<file path="config.mk">
export PLATFORM = sky130hd
export DESIGN_NAME = array_instr_controller
export DESIGN_NICKNAME = d
export VERILOG_FILES = /design/src/rtl/array_ctrl_pkg.sv /design/src/rtl/ctrl_beat_counter.sv /design/src/rtl/array_instr_controller.sv
export SDC_FILE = /design/constraint.sdc
export NUM_CORES = 1
export LEC_CHECK = 0
export BUFFER_PORTS_ARGS = -buffer_cell sky130_fd_sc_hd__buf_2
export CORE_UTILIZATION = 30
export DETAILED_ROUTE_END_ITERATION = 12
export SLEW_MARGIN = 5
export SYNTH_ARGS = -nofsm -noshare
export SYNTH_HDL_FRONTEND = slang
export SYNTH_SLANG_ARGS = --single-unit
export TNS_END_PERCENT = 10
</file>
<file path="constraint.sdc">
create_clock -name clk -period 2.2 [get_ports clk]
set_input_delay 0.33 -clock clk [delete_from_list [all_inputs] [get_ports clk]]
set_output_delay 0.33 -clock clk [all_outputs]
set_load 0.01 [all_outputs]
</file>
<file path="src/rtl/array_ctrl_pkg.sv">
// Shared definitions for the systolic-array instruction controller:
// opcodes, FSM state encoding and instruction field positions.
package array_ctrl_pkg;

  typedef enum logic [3:0] {
    OP_NOP     = 4'd0,
    OP_LOAD_W  = 4'd1,
    OP_LOAD_A  = 4'd2,
    OP_COMPUTE = 4'd3,
    OP_STORE   = 4'd4,
    OP_HALT    = 4'd15
  } opcode_e;

  typedef enum logic [1:0] {
    S_IDLE,
    S_EXEC,
    S_DRAIN,
    S_HALT
  } state_e;

  localparam int OP_MSB   = 63;
  localparam int OP_LSB   = 60;
  localparam int BASE_LSB = 32;
  localparam int LEN_MSB  = 15;
  localparam int LEN_LSB  = 0;

  // Opcodes that sequence the array through one or more beats.
  function automatic logic is_beat_op(input logic [3:0] op);
    return op inside {OP_LOAD_W, OP_LOAD_A, OP_COMPUTE, OP_STORE};
  endfunction

  function automatic logic is_legal(input logic [3:0] op);
    return is_beat_op(op) || op == OP_NOP || op == OP_HALT;
  endfunction

endpackage

</file>
<file path="src/rtl/ctrl_beat_counter.sv">
// Loadable beat down-counter with stall hold, plus base+index address
// generator that wraps modulo 2^ADDR_WIDTH.
module ctrl_beat_counter #(
  parameter int ADDR_WIDTH = 16,
  parameter int CNT_WIDTH  = 16
) (
  input  logic                  clk,
  input  logic                  rst,
  input  logic                  load,
  input  logic                  step,
  input  logic [CNT_WIDTH-1:0]  load_len,
  input  logic [ADDR_WIDTH-1:0] load_base,
  output logic                  last_beat,
  output logic [ADDR_WIDTH-1:0] addr
);

  logic [CNT_WIDTH-1:0] cnt;

  // NOTE: every register here is reset in the async branch and updated only
  // with <=, so all flops sample the same pre-edge values.
  always_ff @(posedge clk or negedge rst) begin
    if (!rst) begin
      cnt  <= '0;
      addr <= '0;
    end else if (load) begin
      cnt  <= load_len;
      addr <= load_base;
    end else if (step) begin
      cnt  <= cnt - 1'b1;
      addr <= addr + 1'b1;
    end
  end

  assign last_beat = (cnt == CNT_WIDTH'(1));

endmodule

</file>
<file path="src/rtl/array_instr_controller.sv">
// Pops 64-bit instructions over valid/ready and sequences the systolic array
// through load, compute (with pipeline drain) and store beats.
module array_instr_controller
  import array_ctrl_pkg::*;
#(
  parameter int ADDR_WIDTH = 16,
  parameter int CNT_WIDTH  = 16,
  parameter int ARRAY_DIM  = 8
) (
  input  logic                  clk,
  input  logic                  rst,
  input  logic [63:0]           instr_data,
  input  logic                  instr_valid,
  output logic                  instr_ready,
  input  logic                  array_stall,
  output logic [ADDR_WIDTH-1:0] mem_addr,
  output logic                  mem_rd_en,
  output logic                  mem_wr_en,
  output logic                  array_load_w,
  output logic                  array_load_a,
  output logic                  array_compute,
  output logic                  busy,
  output logic                  halted,
  output logic                  err_illegal
);

  localparam logic [CNT_WIDTH-1:0] DRAIN_LEN = CNT_WIDTH'(2 * ARRAY_DIM - 1);

  state_e                state;
  logic [3:0]            op;
  logic [3:0]            in_op;
  logic [CNT_WIDTH-1:0]  in_len;
  logic                  accept, start, step, last_beat, drain_load, cnt_load;
  logic [CNT_WIDTH-1:0]  load_len;
  logic [ADDR_WIDTH-1:0] load_base, beat_addr;
  logic                  unused_bits;

  assign in_op  = instr_data[OP_MSB:OP_LSB];
  assign in_len = CNT_WIDTH'(instr_data[LEN_MSB:LEN_LSB]);
  assign unused_bits = ^{instr_data[59:48], instr_data[31:16]};

  assign accept     = instr_valid && instr_ready;
  assign start      = accept && is_beat_op(in_op) && in_len != '0;
  assign step       = !array_stall && (state == S_EXEC || state == S_DRAIN);
  assign drain_load = state == S_EXEC && step && last_beat && op == OP_COMPUTE;

  // The counter is reused for the drain phase; the address simply holds.
  assign cnt_load  = start || drain_load;
  assign load_len  = start ? in_len : DRAIN_LEN;
  assign load_base = start ? instr_data[BASE_LSB +: ADDR_WIDTH] : beat_addr;

  ctrl_beat_counter #(
    .ADDR_WIDTH (ADDR_WIDTH),
    .CNT_WIDTH  (CNT_WIDTH)
  ) u_beat_counter (
    .clk       (clk),
    .rst       (rst),
    .load      (cnt_load),
    .step      (step),
    .load_len  (load_len),
    .load_base (load_base),
    .last_beat (last_beat),
    .addr      (beat_addr)
  );

  always_ff @(posedge clk or negedge rst) begin
    if (!rst) begin
      state       <= S_IDLE;
      op          <= OP_NOP;
      instr_ready <= 1'b0;
      busy        <= 1'b0;
      halted      <= 1'b0;
      err_illegal <= 1'b0;
    end else begin
      case (state)
        S_IDLE: begin
          instr_ready <= 1'b1;
          if (accept) begin
            op <= in_op;
            if (!is_legal(in_op)) err_illegal <= 1'b1;
            if (in_op == OP_HALT) begin
              state       <= S_HALT;
              instr_ready <= 1'b0;
              busy        <= 1'b1;
              halted      <= 1'b1;
            end else if (start) begin
              state       <= S_EXEC;
              instr_ready <= 1'b0;
              busy        <= 1'b1;
            end
          end
        end
        S_EXEC: begin
          if (step && last_beat) begin
            if (op == OP_COMPUTE) begin
              state <= S_DRAIN;
            end else begin
              state       <= S_IDLE;
              instr_ready <= 1'b1;
              busy        <= 1'b0;
            end
          end
        end
        S_DRAIN: begin
          if (step && last_beat) begin
            state       <= S_IDLE;
            instr_ready <= 1'b1;
            busy        <= 1'b0;
          end
        end
        default: ;  // S_HALT is left only through reset
      endcase
    end
  end

  // Strobes decode straight from registered state so reset drops them at once.
  always_comb begin
    // NOTE: defaults first so no path through this block can infer a latch.
    mem_rd_en     = 1'b0;
    mem_wr_en     = 1'b0;
    array_load_w  = 1'b0;
    array_load_a  = 1'b0;
    array_compute = 1'b0;
    if (state == S_EXEC && !array_stall) begin
      case (op)
        OP_LOAD_W:  begin mem_rd_en = 1'b1; array_load_w = 1'b1; end
        OP_LOAD_A:  begin mem_rd_en = 1'b1; array_load_a = 1'b1; end
        OP_COMPUTE: array_compute = 1'b1;
        OP_STORE:   mem_wr_en = 1'b1;
        default:    ;
      endcase
    end else if (state == S_DRAIN && !array_stall) begin
      array_compute = 1'b1;
    end
  end

  assign mem_addr = beat_addr;

endmodule

</file>
==> out/summary.txt, run 1 <==
Inserted Diodes - 0
r2r worst-path depth - 7
Seq/Total Area, Yosys - 0.4200
warnings from Yosys - 0
CP Data Arrival Time - 1810 ps
critical path fanouts, max - 15
DRT iter0 DRCs - 60
H-tree Lvls - 2
total track usage - 0.1567
clk sink count - 42
Syn Inst Count - 266
Crit Path Class - reg -> out
largest stage delay on the critical path - 400 ps
die height - 93.33 um
Fin. Hold Viols - 0
drt pass-1 iters - 4
Layout Nets - 420
Worst VDD drop - 0.0003425 V
simple-gate share of the synthesized area - 0.2320
synthesized net count - 341
WP buf/inv - 3
Max-slew headroom - 0.7182
Initial Util - 0.3173
Critical Path Stages - 7
Synth area leader - dfrtp_1
first-pass GRT wire length - 10720 um
Crit path required time - 1870 ps
period utilisation layout - 0.9744
Routed Antenna Nets - 0
pin count of the biggest net entering global routing - 43
Hold WC Path Type - in -> async
clock buffer depth - 2
Synth Area in Compound Gates - 0.1530
residual DRC count - 0
CP Cell Sequence - inv_1 > ha_2 > nor4b_2 > nand3_1 > buf_4 > nand2_1 > buf_2
r2r startpoint - state[1]$_DFFE_PN0P_
Synth Area in XOR/XNOR - 0.09100
worst-skew pair later-pin latency - 290 ps
unrepaired setup endpoints after global routing - yes
Setup violations, final - 0
CTS Hold Bufs - 0
Adder-Cell Fraction of Synth Area - 0.03500
antenna violations before repair - 0
Via density - 4.922
combinational family with the most area after synthesis - simple AND/OR/NAND/NOR gates
DR vias - 2205
clk slew on worst S/H paths - 80 ps
#FFs+latches synth - 42
overall power - 3.545 mW
worst setup path end - array_compute
CTS tree - yes
clock root cell - clkbuf_8
CP startpoint kind - flip-flop
total CTS buffers - 5
count of final max-slew check failures - 0
max cap viols - 0
post-synthesis area per instance - 9.408 um^2
Worst Setup End Kind - output port
die area - 8710 um^2
worst-margin pin slew - 419.4 ps
final WL - 6298 um
Layout Skew - 3.952 ps
ratio of cells with drive above 1 in the final layout - 0.3208
Placed Area - 3057 um^2
total gr overflow - 0
top-area cell type share of the netlist area - 0.4200
Cell Area, Synth - 2502 um^2
slowest cell on the critical path - dfrtp_1
I/O Pins - 93
IO buf count - 64
Crit path max-delay family - simple AND/OR/NAND/NOR gates
# rows - 32
Area Overhead vs Synth - 27.45%
fin area - 3189 um^2
f_max - 0.4665 GHz
dpl cells - 440
worst reg-to-reg setup slack - 140 ps
Post-synth EDFFs - 0
Leak Pwr - 1.406 nW
synth top area cells - dfrtp_1 (42%), xor2_1 (5.6%), nand2_1 (5.0%)
status - finished clean
Die W - 93.33 um
most frequent cells in the layout - buf_2 (63), dfrtp_1 (42), nand2_1 (32), nor2_1 (20), buf_4 (17)
Synth Flop Type - dfrtp_1
Crit. Startpoint - state[1]$_DFFE_PN0P_
DR WL/cell - 14.06 um
crit path time final - 2144 ps
Yosys cell types - 50
PD cells - 1112 nW/um^2
worst hold slack - 5.395 ps
Post-synth ARST share - 1.000
mux cell area share after synthesis - 0.03900
FF-to-FF End - u_beat_counter.cnt[9]$_DFFE_PN0P_
core box area - 7888 um^2
vias in the first global route - 2246
Final Wtd Congestion - 0.7586
non-filler cells, final - 448
dpl hpwl - 4755 um
commonest non-fill, non-tap cell in the layout - buf_2
## registers in the layout, indices dropped and copies added, names as in the netlist
name	flops
u_beat_counter.addr	16
u_beat_counter.cnt	16
op	4
state	2
busy	1
err_illegal	1
halted	1
instr_ready	1
## area by class of cell
| class | instances | area (um^2) |
|---|---|---|
| timing repair buffer | 83 | 485.5 |
| tap | 102 | 127.6 |
| inverter | 7 | 26.28 |
| sequential | 42 | 1051 |
| clock buffer | 7 | 86.33 |
| fill | 811 | 4698 |
| multi-input combinational | 206 | 1408 |
| clock inverter | 1 | 5.005 |
## stage by stage
stage,worst slack (ps),setup TNS [ps],util
2_1_floorplan,262.5,0,-
3_3_place_gp,117.7,0,0.3875
3_5_place_dp,67.54,0,0.3875
4_1_cts,0.3373,0,0.4007
5_1_grt,-58.89,-72.39,0.4043
6_report,56.35,0,0.4043
## Yosys cell counts (4+ instances only)
library cell	n
a21oi_1	11
and3_1	7
clkbuf_1	7
dfrtp_1	42
ha_1	7
inv_1	7
mux2_2	6
nand2_1	33
nand3_1	4
nand4_1	5
nor2_1	20
nor2b_1	4
nor3_1	4
nor4_1	5
o2111ai_1	5
o211ai_1	7
o21ai_0	4
o21ai_1	16
xnor2_1	10
xor2_1	16
## worst reg2reg max path, delay by kind of cell, from the launching register on
| family | cells | cell delay, ps |
|---|---|---|
| AOI/OAI and AO/OA | 1 | 120 |
| xor gates and xnor gates | 1 | 160 |
| adders and majority gates | 1 | 360 |
| buffers and inverters | 1 | 80 |
| DFF | 1 | 380 |
| and+or+nand+nor | 3 | 890 |
## kinds of logic after synthesis
family | count (synthesis)
AOI/OAI and AO/OA | 59
xor gates and xnor gates | 26
adders and majority gates | 7
buffers and inverters | 18
DFF | 42
muxes | 9
and+or+nand+nor | 105
## layer usage
metal | routed length, um | vias to the layer above | global-route usage
met5 | 0 | - | 0
met4 | 75 | 0 | 0.04359
li1 | - | 1111 | -
met2 | 2934 | 51 | 0.2574
met3 | 267 | 6 | 0.03333
met1 | 3021 | 1037 | 0.2075
## what timing repair did
action / in CTS / in global routing
pin swaps: 0 / 1
setup endpoints to repair: 1 / 20
cloned: 0 / 0
gates resized for setup: 3 / 6
buffers inserted: 0 / 0
## worst min-delay path by stage
stage | startpoint | endpoint | slack (ps) | depth (start not counted)
5_1_grt | rst | u_beat_counter.cnt[3]$_DFFE_PN0P_ | 2 | 2
2_1_floorplan | rst | busy$_DFFE_PN0P_ | 30 | 0
4_1_cts | rst | u_beat_counter.addr[9]$_DFFE_PN0P_ | 10 | 2
3_3_place_gp | rst | u_beat_counter.addr[15]$_DFFE_PN0P_ | 320 | 2
6_report | rst | u_beat_counter.addr[9]$_DFFE_PN0P_ | 5 | 2
3_5_place_dp | rst | u_beat_counter.addr[15]$_DFFE_PN0P_ | 330 | 2
## power by group
part	switching (mW)	internal (mW)
clock network	0.263	0.254
registers	0.393	1.11
logic	0.741	0.784
total	1.40	2.15
Power figures use the tool's default switching activity.
==> run 2: changes to the inputs <==
--- a/config.mk
+++ b/config.mk
@@ -11,5 +11,6 @@
 export SLEW_MARGIN = 5
 export SYNTH_ARGS = -nofsm -noshare
 export SYNTH_HDL_FRONTEND = slang
+export SYNTH_HIERARCHICAL = 1
 export SYNTH_SLANG_ARGS = --single-unit
 export TNS_END_PERCENT = 10
==> out/summary.txt, run 2 <==
status - finished clean
fin area - 3707 um^2 (+16%)
clk sink count - 42 (unchanged)
Seq/Total Area, Yosys - 0.3750 (-0.04500)
Post-synth EDFFs - 0 (unchanged)
CP startpoint kind - flip-flop
Routed Antenna Nets - 0 (unchanged)
commonest non-fill, non-tap cell in the layout - buf_2
worst-margin pin slew - 567.0 ps (+147.6 ps)
final WL - 6995 um (+11%)
Crit Path Class - reg -> reg
antenna violations before repair - 0 (unchanged)
Placed Area - 3503 um^2 (+15%)
max cap viols - 0 (unchanged)
Reg power frac - 0.565 (+0.141)
Leak Pwr - 1.769 nW (+26%)
first-pass GRT wire length - 11670 um (+8.8%)
Area Overhead vs Synth - 32.28%
PD cells - 368.4 nW/um^2 (-67%)
unrepaired setup endpoints after global routing - yes
power share of the combinational group - 0.051 (-0.379)
clock share of power - 0.385 (+0.239)
synth cell count leaders - dfrtp_1 (42), nand2_1 (40), o21ai_0 (32)
Hold WC Path Type - in -> async
Synth area leader - dfrtp_1
Synth Flop Type - dfrtp_1
die height - 98.66 um (+5.7%)
pin count of the biggest net entering global routing - 43 (unchanged)
setup ws final - 76.16 ps (+19.81 ps)
#FFs+latches synth - 42 (unchanged)
CTS tree - yes
r2r startpoint - state[1]$_DFFE_PN0P_
# rows - 34 (+6.3%)
biggest regs - u_beat_counter/addr x16, u_beat_counter/cnt x16, op x4
DR vias - 2500 (+13%)
Layout Nets - 476 (+13%)
residual DRC count - 0 (unchanged)
I/O Pins - 93 (unchanged)
Final Wtd Congestion - 0.7618 (+0.42%)
Post-synth ARST share - 1.000 (unchanged)
FF-to-FF End - u_beat_counter/addr[12]$_DFFE_PN0P_
CP Cell Sequence - inv_1 > ha_1 > nor2b_4 > nand3_1 > or4_4 > or3_1 > a31oi_1
total gr overflow - 0 (unchanged)
die area - 9733 um^2 (+12%)
top-area cell type share of the netlist area - 0.3750 (-0.04500)
crit path time final - 2124 ps (-19.81 ps)
r2r worst-path depth - 7 (unchanged)
Syn Inst Count - 300 (+13%)
period utilisation layout - 0.9654 (-0.009004)
fillers - 910 (+12%)
final setup TNS - 0 ps (unchanged)
Inserted Diodes - 0 (unchanged)
Crit path required time - 2410 ps (+540 ps)
H-tree Lvls - 2 (unchanged)
slowest cell on the critical path - or4_4
critical path fanouts, max - 4 (-11)
most instantiated library cell after synthesis - dfrtp_1
warnings from Yosys - 6 (+6)
synthesized net count - 375 (+10%)
largest stage delay on the critical path - 520 ps (+120 ps)
total track usage - 0.1487 (-0.008016)
ratio of cells with drive above 1 in the final layout - 0.4005 (+0.07969)
dpl hpwl - 5243 um (+10%)
post-synthesis area per instance - 9.342 um^2 (-0.69%)
clock root cell - clkbuf_8
DRT iter0 DRCs - 43 (-28%)
IO buf count - 64 (unchanged)
worst-skew pair later-pin latency - 290 ps (about the same)
Max-slew headroom - 0.6220 (-0.09622)
Setup violations, final - 0 (unchanged)
count of final max-slew check failures - 0 (unchanged)
CP Data Arrival Time - 2340 ps (+530 ps)
total CTS buffers - 5 (unchanged)
setup slack at placement - -15.26 ps (-82.79 ps)
DR WL/cell - 13.72 um (-2.4%)
Layout Skew - 7.851 ps (+3.899 ps)
Yosys cell types - 46 (-8.0%)
clock buffer depth - 2 (unchanged)
Via density - 4.902 (-0.40%)
overall power - 1.366 mW (-61%)
core box area - 8891 um^2 (+13%)
Worst VDD drop - 0.0002254 V (-34%)
Initial Util - 0.3152 (-0.002032)
f_max - 0.4708 GHz (+0.93%)
NetSw - 311.5 uW (-78%)
dpl cells - 498 (+13%)
synth top area cells - dfrtp_1 (38%), mux2_4 (7.5%), o21ai_0 (5.7%)
non-filler cells, final - 510 (+14%)
most frequent cells in the layout - buf_2 (64), dfrtp_1 (42), buf_4 (40), nand2_1 (39), o21ai_0 (31)
Cell Area, Synth - 2803 um^2 (+12%)
CTS Hold Bufs - 0 (unchanged)
worst reg-to-reg setup slack - 80 ps (-60 ps)
Die W - 98.66 um (+5.7%)
vias in the first global route - 2468 (+9.9%)
drt pass-1 iters - 4 (unchanged)
Int Pwr - 1.054 mW (-51%)
Fin. Hold Viols - 0 (unchanged)
sw frac - 0.2281 (-0.1659)
Worst Setup End Kind - flip-flop
clk slew on worst S/H paths - 90 ps (about the same)
## run 2: cell types whose count changed after synthesis, moves of 7 or more
cell     before  now
o21ai_1      16    0
nand2_1      33   40
nor4_1        5   12
o21ai_0       4   32
mux2_4        0   14
a21oi_1      11    3
## run 2: critical path: cells and delay by family (launching register included)
kind / cells / cell delay (ps)
AND/OR/NAND/NOR: 4 / 1160
flip-flops: 1 / 360
adder cells (fa/ha/maj): 1 / 300
AO/OA/AOI/OAI: 1 / 160
buffers and inverters: 1 / 60
## run 2: through the flow
step,util,hold slack [ps]
after global routing,0.4170,162.7
after global placement,0.3940,451.7
after detailed placement,0.3940,448.1
after CTS,0.4057,126.8
final,0.4170,108.6
after floorplan,-,34.41
## run 2: logic make-up (layout without fill, tap and decap cells)
logic type                 count (synthesis)  in the layout  synth area share
AOI/OAI and AO/OA                         50             50            0.1098
and+or+nand+nor                          135            135            0.2696
DFF                                       42             42            0.3750
adders and majority gates                  7              7           0.03125
muxes                                     23             23            0.1098
xor gates and xnor gates                  23             23           0.07187
buffers and inverters                     20            122           0.03259
## run 2: area by class of cell
cell class / instances / area, um^2 / share of cell area
Multi-Input combinational cell: 238 / 1759 / 0.4745
Sequential cell: 42 / 1051 / 0.2835
Timing Repair Buffer: 105 / 631.9 / 0.1704
Inverter: 9 / 35.03 / 0.009450
Clock buffer: 6 / 82.58 / 0.02227
Clock inverter: 2 / 12.51 / 0.003375
Tap cell: 108 / 135.1 / 0.03645
## run 2: routing by layer
| metal | vias to the layer above | track usage | part of all wire |
|---|---|---|---|
| li1 | 1282 | - | - |
| met1 | 1170 | 0.1992 | 0.48 |
| met2 | 44 | 0.2503 | 0.48 |
| met3 | 4 | 0.03050 | 0.039 |
| met4 | 0 | 0.02755 | 0.0066 |
| met5 | - | 0 | 0 |
## run 2: what timing repair did
item                                    CTS  global route
resized for setup                         2            13
endpoints found under the setup margin    4            28
pin swaps                                 0             3
setup buffers                             0             4
## run 2: worst max path at each step
stage	start	endpoint	slack, ps
after floorplan	state[0]$_DFFE_PN0P_	u_beat_counter/addr[15]$_DFFE_PN0P_	-0.7
after global placement	instr_data[8]	u_beat_counter/cnt[15]$_DFFE_PN0P_	40
after detailed placement	state[1]$_DFFE_PN0P_	u_beat_counter/addr[14]$_DFFE_PN0P_	-20
after CTS	state[1]$_DFFE_PN0P_	u_beat_counter/addr[14]$_DFFE_PN0P_	30
after global routing	state[1]$_DFFE_PN0P_	u_beat_counter/cnt[14]$_DFFE_PN0P_	-30
final	state[1]$_DFFE_PN0P_	u_beat_counter/addr[12]$_DFFE_PN0P_	80
## run 2: power groups by stage
| stage | Combinational, mW | Clock (mW) | Sequential, mW |
|---|---|---|---|
| CTS | 0.0709 | 0.551 | 0.771 |
| global placement | 0.0693 | 0 | 0.787 |
| finish | 0.0691 | 0.525 | 0.771 |
| floorplan | 0.00688 | 0 | 0.787 |
| global route | 0.0790 | 0.579 | 0.771 |
| detailed placement | 0.0706 | 0 | 0.787 |
